==> config.mk <==
export PLATFORM = sky130hd
export DESIGN_NAME = dmg_lcd_tx
export DESIGN_NICKNAME = d
export VERILOG_FILES = /design/src/rtl/dmg_lcd_pkg.sv /design/src/rtl/dmg_timing_gen.sv /design/src/rtl/dmg_lcd_tx.sv
export SDC_FILE = /design/constraint.sdc
export NUM_CORES = 1
export LEC_CHECK = 0
export ABC_AREA = 1
export CAP_MARGIN = 20
export CORE_ASPECT_RATIO = 2
export CORE_UTILIZATION = 50
export CTS_CLUSTER_DIAMETER = 200
export DETAILED_ROUTE_END_ITERATION = 10
export GPL_ROUTABILITY_DRIVEN = 1
export PLACE_DENSITY = 0.72
export SYNTH_ARGS = -nofsm -noshare
export SYNTH_HDL_FRONTEND = slang
export SYNTH_HIERARCHICAL = 1
export SYNTH_SLANG_ARGS = --single-unit
==> constraint.sdc <==
create_clock -name clk -period 3 [get_ports clk]
set_input_delay 0.45 -clock clk [delete_from_list [all_inputs] [get_ports clk]]
set_output_delay 0.45 -clock clk [all_outputs]
set_load 0.05 [all_outputs]
==> src/rtl/dmg_lcd_pkg.sv <==
// Shared DMG LCD definitions: default panel timing, framebuffer address width
// and the 2-bit pixel type used by both the transmitter and gbreader.
package dmg_lcd_pkg;

    localparam int unsigned H_ACTIVE  = 160;
    localparam int unsigned V_ACTIVE  = 144;
    localparam int unsigned H_TOTAL   = 456;
    localparam int unsigned V_TOTAL   = 154;
    localparam int unsigned H_START   = 8;
    localparam int unsigned HS_WIDTH  = 4;
    localparam int unsigned VS_LINES  = 1;
    localparam int unsigned FB_ADDR_W = 15;

    typedef logic [1:0] pixel_t;

    typedef enum logic {
        ST_IDLE,
        ST_RUN
    } tx_state_t;

endpackage

==> src/rtl/dmg_timing_gen.sv <==
// DMG line/frame timing: IDLE/RUN sequencing, hcnt/vcnt, registered syncs
// and the combinational framebuffer fetch window.
module dmg_timing_gen #(
    parameter int unsigned H_ACTIVE = dmg_lcd_pkg::H_ACTIVE,
    parameter int unsigned V_ACTIVE = dmg_lcd_pkg::V_ACTIVE,
    parameter int unsigned H_TOTAL  = dmg_lcd_pkg::H_TOTAL,
    parameter int unsigned V_TOTAL  = dmg_lcd_pkg::V_TOTAL,
    parameter int unsigned H_START  = dmg_lcd_pkg::H_START,
    parameter int unsigned HS_WIDTH = dmg_lcd_pkg::HS_WIDTH,
    parameter int unsigned VS_LINES = dmg_lcd_pkg::VS_LINES,
    parameter int unsigned HCNT_W   = $clog2(H_TOTAL),
    parameter int unsigned VCNT_W   = $clog2(V_TOTAL)
) (
    input  logic clk,
    input  logic rst,
    input  logic enable,
    output logic run,
    output logic frame_origin,
    output logic fetch,
    output logic hs,
    output logic vs,
    output logic frame_start,
    output logic busy
);
    import dmg_lcd_pkg::*;

    tx_state_t          state;
    tx_state_t          state_nxt;
    logic [HCNT_W-1:0]  hcnt;
    logic [VCNT_W-1:0]  vcnt;
    logic               line_end;
    logic               frame_end;
    logic               hs_c;
    logic               vs_c;

    assign line_end  = (hcnt == HCNT_W'(H_TOTAL - 1));
    assign frame_end = line_end && (vcnt == VCNT_W'(V_TOTAL - 1));

    always_ff @(posedge clk or posedge rst) begin
        if (rst) begin
            state <= ST_IDLE;
        end else begin
            state <= state_nxt;
        end
    end

    // enable only matters on the last cycle of a frame (or while idle)
    always_comb begin
        state_nxt = state;
        case (state)
            ST_IDLE: if (enable) state_nxt = ST_RUN;
            ST_RUN:  if (frame_end && !enable) state_nxt = ST_IDLE;
            default: state_nxt = ST_IDLE;
        endcase
    end

    always_comb begin
        run          = (state == ST_RUN);
        frame_origin = run && (hcnt == '0) && (vcnt == '0);
        hs_c         = run && (hcnt < HCNT_W'(HS_WIDTH));
        vs_c         = run && (vcnt < VCNT_W'(VS_LINES));
        fetch        = run && (vcnt < VCNT_W'(V_ACTIVE))
                           && (hcnt >= HCNT_W'(H_START - 1))
                           && (hcnt <  HCNT_W'(H_START - 1 + H_ACTIVE));
    end

    always_ff @(posedge clk or posedge rst) begin
        if (rst) begin
            hcnt <= '0;
            vcnt <= '0;
        end else if (state != ST_RUN) begin
            hcnt <= '0;
            vcnt <= '0;
        end else if (line_end) begin
            hcnt <= '0;
            vcnt <= frame_end ? '0 : vcnt + VCNT_W'(1);
        end else begin
            hcnt <= hcnt + HCNT_W'(1);
        end
    end

    always_ff @(posedge clk or posedge rst) begin
        if (rst) begin
            hs          <= 1'b0;
            vs          <= 1'b0;
            frame_start <= 1'b0;
            busy        <= 1'b0;
        end else begin
            hs          <= hs_c;
            vs          <= vs_c;
            frame_start <= frame_origin;
            busy        <= run;
        end
    end

endmodule

==> src/rtl/dmg_lcd_tx.sv <==
// DMG LCD stream transmitter: walks a 2bpp framebuffer linearly and drives
// hs/vs/d0/d1 with DMG line/frame timing, one pixel per clk.
module dmg_lcd_tx #(
    parameter int unsigned H_ACTIVE = dmg_lcd_pkg::H_ACTIVE,
    parameter int unsigned V_ACTIVE = dmg_lcd_pkg::V_ACTIVE,
    parameter int unsigned H_TOTAL  = dmg_lcd_pkg::H_TOTAL,
    parameter int unsigned V_TOTAL  = dmg_lcd_pkg::V_TOTAL,
    parameter int unsigned H_START  = dmg_lcd_pkg::H_START,
    parameter int unsigned HS_WIDTH = dmg_lcd_pkg::HS_WIDTH,
    parameter int unsigned VS_LINES = dmg_lcd_pkg::VS_LINES,
    parameter int unsigned ADDR_W   = dmg_lcd_pkg::FB_ADDR_W
) (
    input  logic                clk,
    input  logic                rst,
    input  logic                enable,
    output logic [ADDR_W-1:0]   fb_addr,
    output logic                fb_rd,
    input  dmg_lcd_pkg::pixel_t fb_q,
    output logic                hs,
    output logic                vs,
    output logic                d0,
    output logic                d1,
    output logic                frame_start,
    output logic                busy
);
    import dmg_lcd_pkg::*;

    localparam logic [ADDR_W-1:0] ADDR_LAST = ADDR_W'(H_ACTIVE * V_ACTIVE - 1);

    if (H_ACTIVE * V_ACTIVE > 2 ** ADDR_W) begin : g_addr_chk
        $error("dmg_lcd_tx: H_ACTIVE*V_ACTIVE does not fit in ADDR_W");
    end
    if (H_START < 1 || H_START < HS_WIDTH) begin : g_start_chk
        $error("dmg_lcd_tx: H_START must be >= 1 and >= HS_WIDTH");
    end
    if (H_START - 1 + H_ACTIVE > H_TOTAL || V_ACTIVE > V_TOTAL) begin : g_window_chk
        $error("dmg_lcd_tx: active window exceeds line/frame totals");
    end

    logic   run;
    logic   frame_origin;
    logic   fetch_d1;
    pixel_t pix_q;

    dmg_timing_gen #(
        .H_ACTIVE (H_ACTIVE),
        .V_ACTIVE (V_ACTIVE),
        .H_TOTAL  (H_TOTAL),
        .V_TOTAL  (V_TOTAL),
        .H_START  (H_START),
        .HS_WIDTH (HS_WIDTH),
        .VS_LINES (VS_LINES)
    ) u_timing (
        .clk          (clk),
        .rst          (rst),
        .enable       (enable),
        .run          (run),
        .frame_origin (frame_origin),
        .fetch        (fb_rd),
        .hs           (hs),
        .vs           (vs),
        .frame_start  (frame_start),
        .busy         (busy)
    );

    // Saturates on the last pixel so the final address is held through vblank.
    always_ff @(posedge clk or posedge rst) begin
        if (rst) begin
            fb_addr <= '0;
        end else if (!run || frame_origin) begin
            fb_addr <= '0;
        end else if (fb_rd && fb_addr != ADDR_LAST) begin
            fb_addr <= fb_addr + ADDR_W'(1);
        end
    end

    // fb_q belongs to the previous cycle's fetch; mask it outside the window.
    always_ff @(posedge clk or posedge rst) begin
        if (rst) begin
            fetch_d1 <= 1'b0;
            pix_q    <= '0;
        end else begin
            fetch_d1 <= fb_rd;
            pix_q    <= fetch_d1 ? fb_q : '0;
        end
    end

    assign d1 = pix_q[1];
    assign d0 = pix_q[0];

endmodule

Word-level counts from Yosys, hierarchy flattened:

Cells that the tools add are included.

* flip-flop bits (word level): 40

* order comparisons: 5
* reductions and logical operators: 16
* add/sub/neg operators: 3
* equal/unequal tests: 4
* bitwise logic cells: 1
* multiplexer cells: 11

Operators by type and width (count)
* $mux W15: 2
* $mux W8: 3
* $mux W9: 2
* $add A15 B1 Y15 const B: 1
* $ne A15 B15 Y1 const B: 1
* $logic_and A1 B1 Y1: 10
* $add A9 B1 Y9 const B: 1
* $eq A9 B9 Y1 const B: 1
* $ge A9 B3 Y1 const B: 1
* $logic_not A9 Y1: 1
* $lt A9 B3 Y1 const B: 1
* $lt A9 B8 Y1 const B: 1
* $add A8 B1 Y8 const B: 1
* $eq A8 B8 Y1 const B: 1
* $logic_not A8 Y1: 1
* $lt A8 B1 Y1 const B: 1
* $lt A8 B8 Y1 const B: 1
* $logic_not A1 Y1: 2
* $mux W1: 2
* $mux W2: 1
* $ne A2 B2 Y1 const B: 1
* $pmux W1 S2: 1
* $reduce_bool A2 Y1: 1
* $logic_or A1 B1 Y1: 1
* $not A1 Y1: 1

Logic depth before layout (Yosys ltp):

* word-level depth: 7
* mapped depth: 13
* mapped depth without buffers: 12

Modules after synthesis:

Netlist, hierarchy kept.

Modules (own cells, without submodules)
* dmg_timing_gen: instances 1, area each 1241.2 µm², sequential area each 550.5 µm², cells an instance 164
* dmg_lcd_tx: instances 1, area each 1082.3 µm², sequential area each 450.4 µm², cells an instance 154

Least setup slack after synthesis:

Ideal clock, no wire load.

* path kind: reg2reg
* start: register u_timing.hcnt[0]
* end: register fb_addr[9]
* stages on the path, launching flop included: 13
* buffers on the path: 1
* arrival: 2.352 ns
* path slack: 0.581 ns
* required time: 2.934 ns
* library setup time: 0.066 ns
* path through: dfrtp_1 > ha_1 > nand2_2 > nor2_4 > nor2_1 > nand2_1 > o21ai_0 > nor2_1 > inv_1 > nor2_2 > buf_2 > nand4_1 > nand2_1

* cells in the longest elaborated chain, start to end: 5
* elaborated cells between the ends (all ways): 11

Ends and longest elaborated chain
* start, declared: line dmg_timing_gen.sv:29 `logic [HCNT_W-1:0] hcnt;`
* start signal, assigned: line dmg_timing_gen.sv:78 `hcnt <= hcnt + HCNT_W'(1);`
* $ge A9 B3 Y1: line dmg_timing_gen.sv:63 `&& (hcnt >= HCNT_W'(H_START - 1))`
* $logic_and A1 B1 Y1: line dmg_timing_gen.sv:63
* $logic_and A1 B1 Y1 (*): line dmg_timing_gen.sv:64 `&& (hcnt < HCNT_W'(H_START - 1 + H_ACTIVE));`
* net fb_rd: line dmg_lcd_tx.sv:17 `output logic fb_rd,`
* $logic_and A1 B1 Y1 (*): line dmg_lcd_tx.sv:72 `end else if (fb_rd && fb_addr != ADDR_LAST) begin`
* $reduce_bool A2 Y1 (no source line) (*)
* end signal, assigned: line dmg_lcd_tx.sv:73 `fb_addr <= fb_addr + ADDR_W'(1);`
* end, declared: line dmg_lcd_tx.sv:16 `output logic [ADDR_W-1:0] fb_addr,`

The timed path passes the listed nets; every way through them passes the cells marked *.
A chain may end at the register's enable or synchronous reset.

Worst setup path in the final report:

* start: register u_timing.hcnt[0]
* end: output port fb_rd

* cells in the longest elaborated chain, start to end: 3
* elaborated cells between the ends (all ways): 4

Ends and longest elaborated chain (line)
* $ge A9 B3 Y1: dmg_timing_gen.sv:63
* $logic_and A1 B1 Y1: dmg_timing_gen.sv:63
* $logic_and A1 B1 Y1 (*): dmg_timing_gen.sv:64
* end, declared: dmg_lcd_tx.sv:17

Every way passes the cells marked *; elsewhere a longest branch is shown, timed or not.

==> out/qor.log <==
qor: run_status.run_status complete, no violations
qor: die.area_enclosed_by_the_die_boundary 4940 sq um
qor: clock_tree.numClockSinks 40
qor: detailed_routing.routed_wirelength 5450 um
qor: yosys.postSynthNetCount 329
qor: global_routing.wire_length_of_the_first_global_routing_pass 9250 um
qor: yosys.mappedNetlistArea 2320 sq um
qor: global_routing.grt_remaining_overflow 0
qor: die.start_util 53.0%
qor: yosys.synthCells 318
qor: worst_setup_path.critical_path_peak_fanout 5
qor: clock_tree.tritoncts.num_buffers 5
qor: timing.period_needed 2740 ps
qor: timing.max-slew-margin-rel 43.2%
qor: yosys.edff_count_synth 0
qor: pwr.power.static_leakage 1.39 nW
qor: die.die_width 50.2 um
qor: global_routing.globalRouteTotalUtil 24.8%
qor: detailed_routing.first_iter_violations 69
qor: timing.slew_viol_final 0
qor: run.drv.max_cap_violation_count 0
qor: clock_tree.cts.htree.levels 2
qor: die.boundaryPins 27
qor: worst_setup_path.cp-end-kind output pin
qor: layout.final_layout_size_suffix_gt1_share 6.32%
qor: detailed_routing.drc 0
qor: clock_tree.post_cts_resized 0
qor: clock_tree.cts.path.max_buffers 2
qor: yosys.synthTopCellsByArea sky130_fd_sc_hd__dfrtp_1 43%, sky130_fd_sc_hd__nand2_1 18%, sky130_fd_sc_hd__nor2_1 7.1%, sky130_fd_sc_hd__nand4_1 6.7%, sky130_fd_sc_hd__inv_1 5.5%
qor: pwr.total_power 0.957 mW
qor: timing.hold_violations 0
qor: die.die-height 98.4 um
qor: detailed_routing.ant_nets 0
qor: detailed_routing.first_pass_iteration_count_of_the_detailed_router 4
qor: timing.hold-worst-slack 466 ps
qor: clock_tree.post-cts-setup-buffers 0
qor: placed_design.routabilityCongestion 0.922
qor: timing.fin_crit_sh 91.3%
qor: yosys.yosys_warnings 6
qor: pwr.peakVddDrop 0.000377 V
qor: yosys.fraction_of_synthesized_cell_area_taken_by_the_top_area_cell_type 43.1%
qor: clock_tree.clk_root_buffer_cell sky130_fd_sc_hd__clkbuf_8
qor: yosys.library_cells_used_by_synthesis 26
qor: layout.area_growth 17.3%
qor: detailed_routing.detailroute.via_count 2172
qor: die.floorplan.rows 34
qor: yosys.syn_avg_cell_area 7.31 sq um
qor: pwr.power.density_cell_area 351 nW/um^2
qor: placed_design.place.port_buffers 26
qor: clock_tree.clk_latency 300 ps
qor: layout.filler_cell_count 429
qor: timing.slew_at_the_pin_closest_to_its_max_slew_limit 850 ps
qor: worst_hold_path.holdCritPathClass reg -> reg
qor: worst_setup_path.startpoint_type register
qor: clock_tree.tritoncts_clock_tree done
qor: timing.finalClockSkew 10.7 ps
qor: yosys.yosys_register_bits 40
qor: clock_tree.hold_buffers 0
qor: worst_setup_path.worst_ep_arrival_time 2290 ps
qor: yosys.synth_largest_area_cell sky130_fd_sc_hd__dfrtp_1
qor: global_routing.first_global_vias 2067
qor: yosys.synth_ff_type sky130_fd_sc_hd__dfrtp_1
qor: yosys.async_flop_share 100%
qor: detailed_routing.viasPerCell 5.40
qor: timing.rsz0062_at_grt false
qor: clock_tree.clkSlewWorstSetupHoldPaths 80 ps
qor: worst_setup_path.critical_path_data_required_time 2550 ps
qor: yosys.synth.most_common_cell sky130_fd_sc_hd__nand2_1
qor: yosys.ys_top_cells_by_count 109 x sky130_fd_sc_hd__nand2_1, 44 x sky130_fd_sc_hd__nor2_1, 40 x sky130_fd_sc_hd__dfrtp_1
qor: detailed_routing.routed_wire_length_per_instance 13.6 um
qor: worst_setup_path.crit_type reg -> out
qor: layout.layout.nets 359
qor: yosys.register_area_share_after_synthesis 43.1%
qor: timing.setup_viol 0
qor: placed_design.dp_hpwl 4150 um
qor: global_routing.antenna_violations_before_repair 0
qor: die.core_area 4380 sq um
qor: layout.antenna_cells_inserted 0
qor: timing.fmax 365 MHz
qor: global_routing.maximum_number_of_pins_on_one_net_before_global_route_repair 23
qor: timing.timing.setup.tns 0 ps
critical path, stage by stage (launching register included):
cell and delay [ps]:
sky130_fd_sc_hd__dfrtp_1 410, sky130_fd_sc_hd__ha_1 200, sky130_fd_sc_hd__nand2_2 90, sky130_fd_sc_hd__nor2_4 120, sky130_fd_sc_hd__nor2_1 50, sky130_fd_sc_hd__nand2_1 50
sky130_fd_sc_hd__o21ai_0 70, sky130_fd_sc_hd__nor2_1 180, sky130_fd_sc_hd__clkdlybuf4s50_1 830
kinds of logic (layout without fill, tap and decap cells):
logic type | after synthesis | in the layout | synth area share [%]
AOI/OAI and AO/OA | 7 | 7 | 1.78
adders and majority gates | 6 | 6 | 3.23
DFF | 40 | 40 | 43.1
buffers and inverters | 41 | 71 | 7.38
and+or+nand+nor | 216 | 216 | 41.5
xor gates and xnor gates | 8 | 8 | 3.02
area by class of cell:
class	instances	area, sq um	area share [%]
timing repair buffer	28	275	10.1
multi-input combinational	237	1150	42.2
clock buffer	7	96.3	3.53
tap	54	67.6	2.48
sequential	40	1000	36.7
inverter	36	135	4.96
routing by layer:
layer  wire length (um)  global-route usage, %  up-vias
met5                  0                      0        -
met2               3030                   45.9       67
li1                   -                      -     1076
met1               2000                   26.0     1009
met3                198                   4.21       20
met4                216                   11.0        0
final timing paths:
path                                  startpoint                to  slack, ps  depth (start not counted)
worst min-delay path                    fetch_d1          pix_q[0]        470                          2
max in group asynchronous                    rst  u_timing/hcnt[8]       1810                          2
worst min register to register          fetch_d1          pix_q[0]        470                          2
worst max-delay path            u_timing/hcnt[0]             fb_rd        260                          8
worst max register to register  u_timing/hcnt[0]        fb_addr[7]        670                         13
min in group asynchronous                    rst        fb_addr[6]        600                          2
through the flow:
step	utilization, %	area [sq um]	std cells	worst slack [ps]
final	62.2	2730	402	262
after global placement	60.0	2630	395	594
after CTS	62.2	2730	402	240
after floorplan	-	2320	318	581
after global routing	62.2	2730	402	105
after detailed placement	60.0	2630	395	562
placed cells by master, fill, tap and decap left out, types with 2 or more instances in the layout:
cell | netlist | final
sky130_fd_sc_hd__dfrtp_1 | 40 | 40
sky130_fd_sc_hd__nand4_1 | 25 | 25
sky130_fd_sc_hd__clkbuf_8 | 0 | 7
sky130_fd_sc_hd__inv_2 | 2 | 2
sky130_fd_sc_hd__nand2_1 | 109 | 109
sky130_fd_sc_hd__nand2_2 | 2 | 2
sky130_fd_sc_hd__nor2_1 | 44 | 44
sky130_fd_sc_hd__nand3_1 | 20 | 20
sky130_fd_sc_hd__clkdlybuf4s50_1 | 0 | 26
sky130_fd_sc_hd__xor2_1 | 8 | 8
sky130_fd_sc_hd__buf_4 | 0 | 2
sky130_fd_sc_hd__inv_1 | 34 | 34
sky130_fd_sc_hd__nor3_1 | 4 | 4
sky130_fd_sc_hd__ha_1 | 6 | 6
sky130_fd_sc_hd__nor2_2 | 3 | 3
sky130_fd_sc_hd__nor2_4 | 4 | 4
sky130_fd_sc_hd__o21ai_0 | 3 | 3
state kept, by name (all words and copies together), names as in the netlist:
| name | count |
|---|---|
| fetch_d1 | 1 |
| u_timing/hs | 1 |
| u_timing/run | 1 |
| u_timing/frame_start | 1 |
| u_timing/vcnt | 8 |
| pix_q | 2 |
| fb_addr | 15 |
| u_timing/busy | 1 |
| u_timing/vs | 1 |
| u_timing/hcnt | 9 |
power by group:
part | switching, mW | internal, mW | total [mW] | leakage [nW]
clock network | 0.187 | 0.205 | 0.392 | 0.0503
registers | 0.000377 | 0.540 | 0.540 | 0.504
logic | 0.0173 | 0.00758 | 0.0249 | 0.840
total | 0.205 | 0.753 | 0.957 | 1.39
No activity file was read; power rests on OpenSTA's default activity.
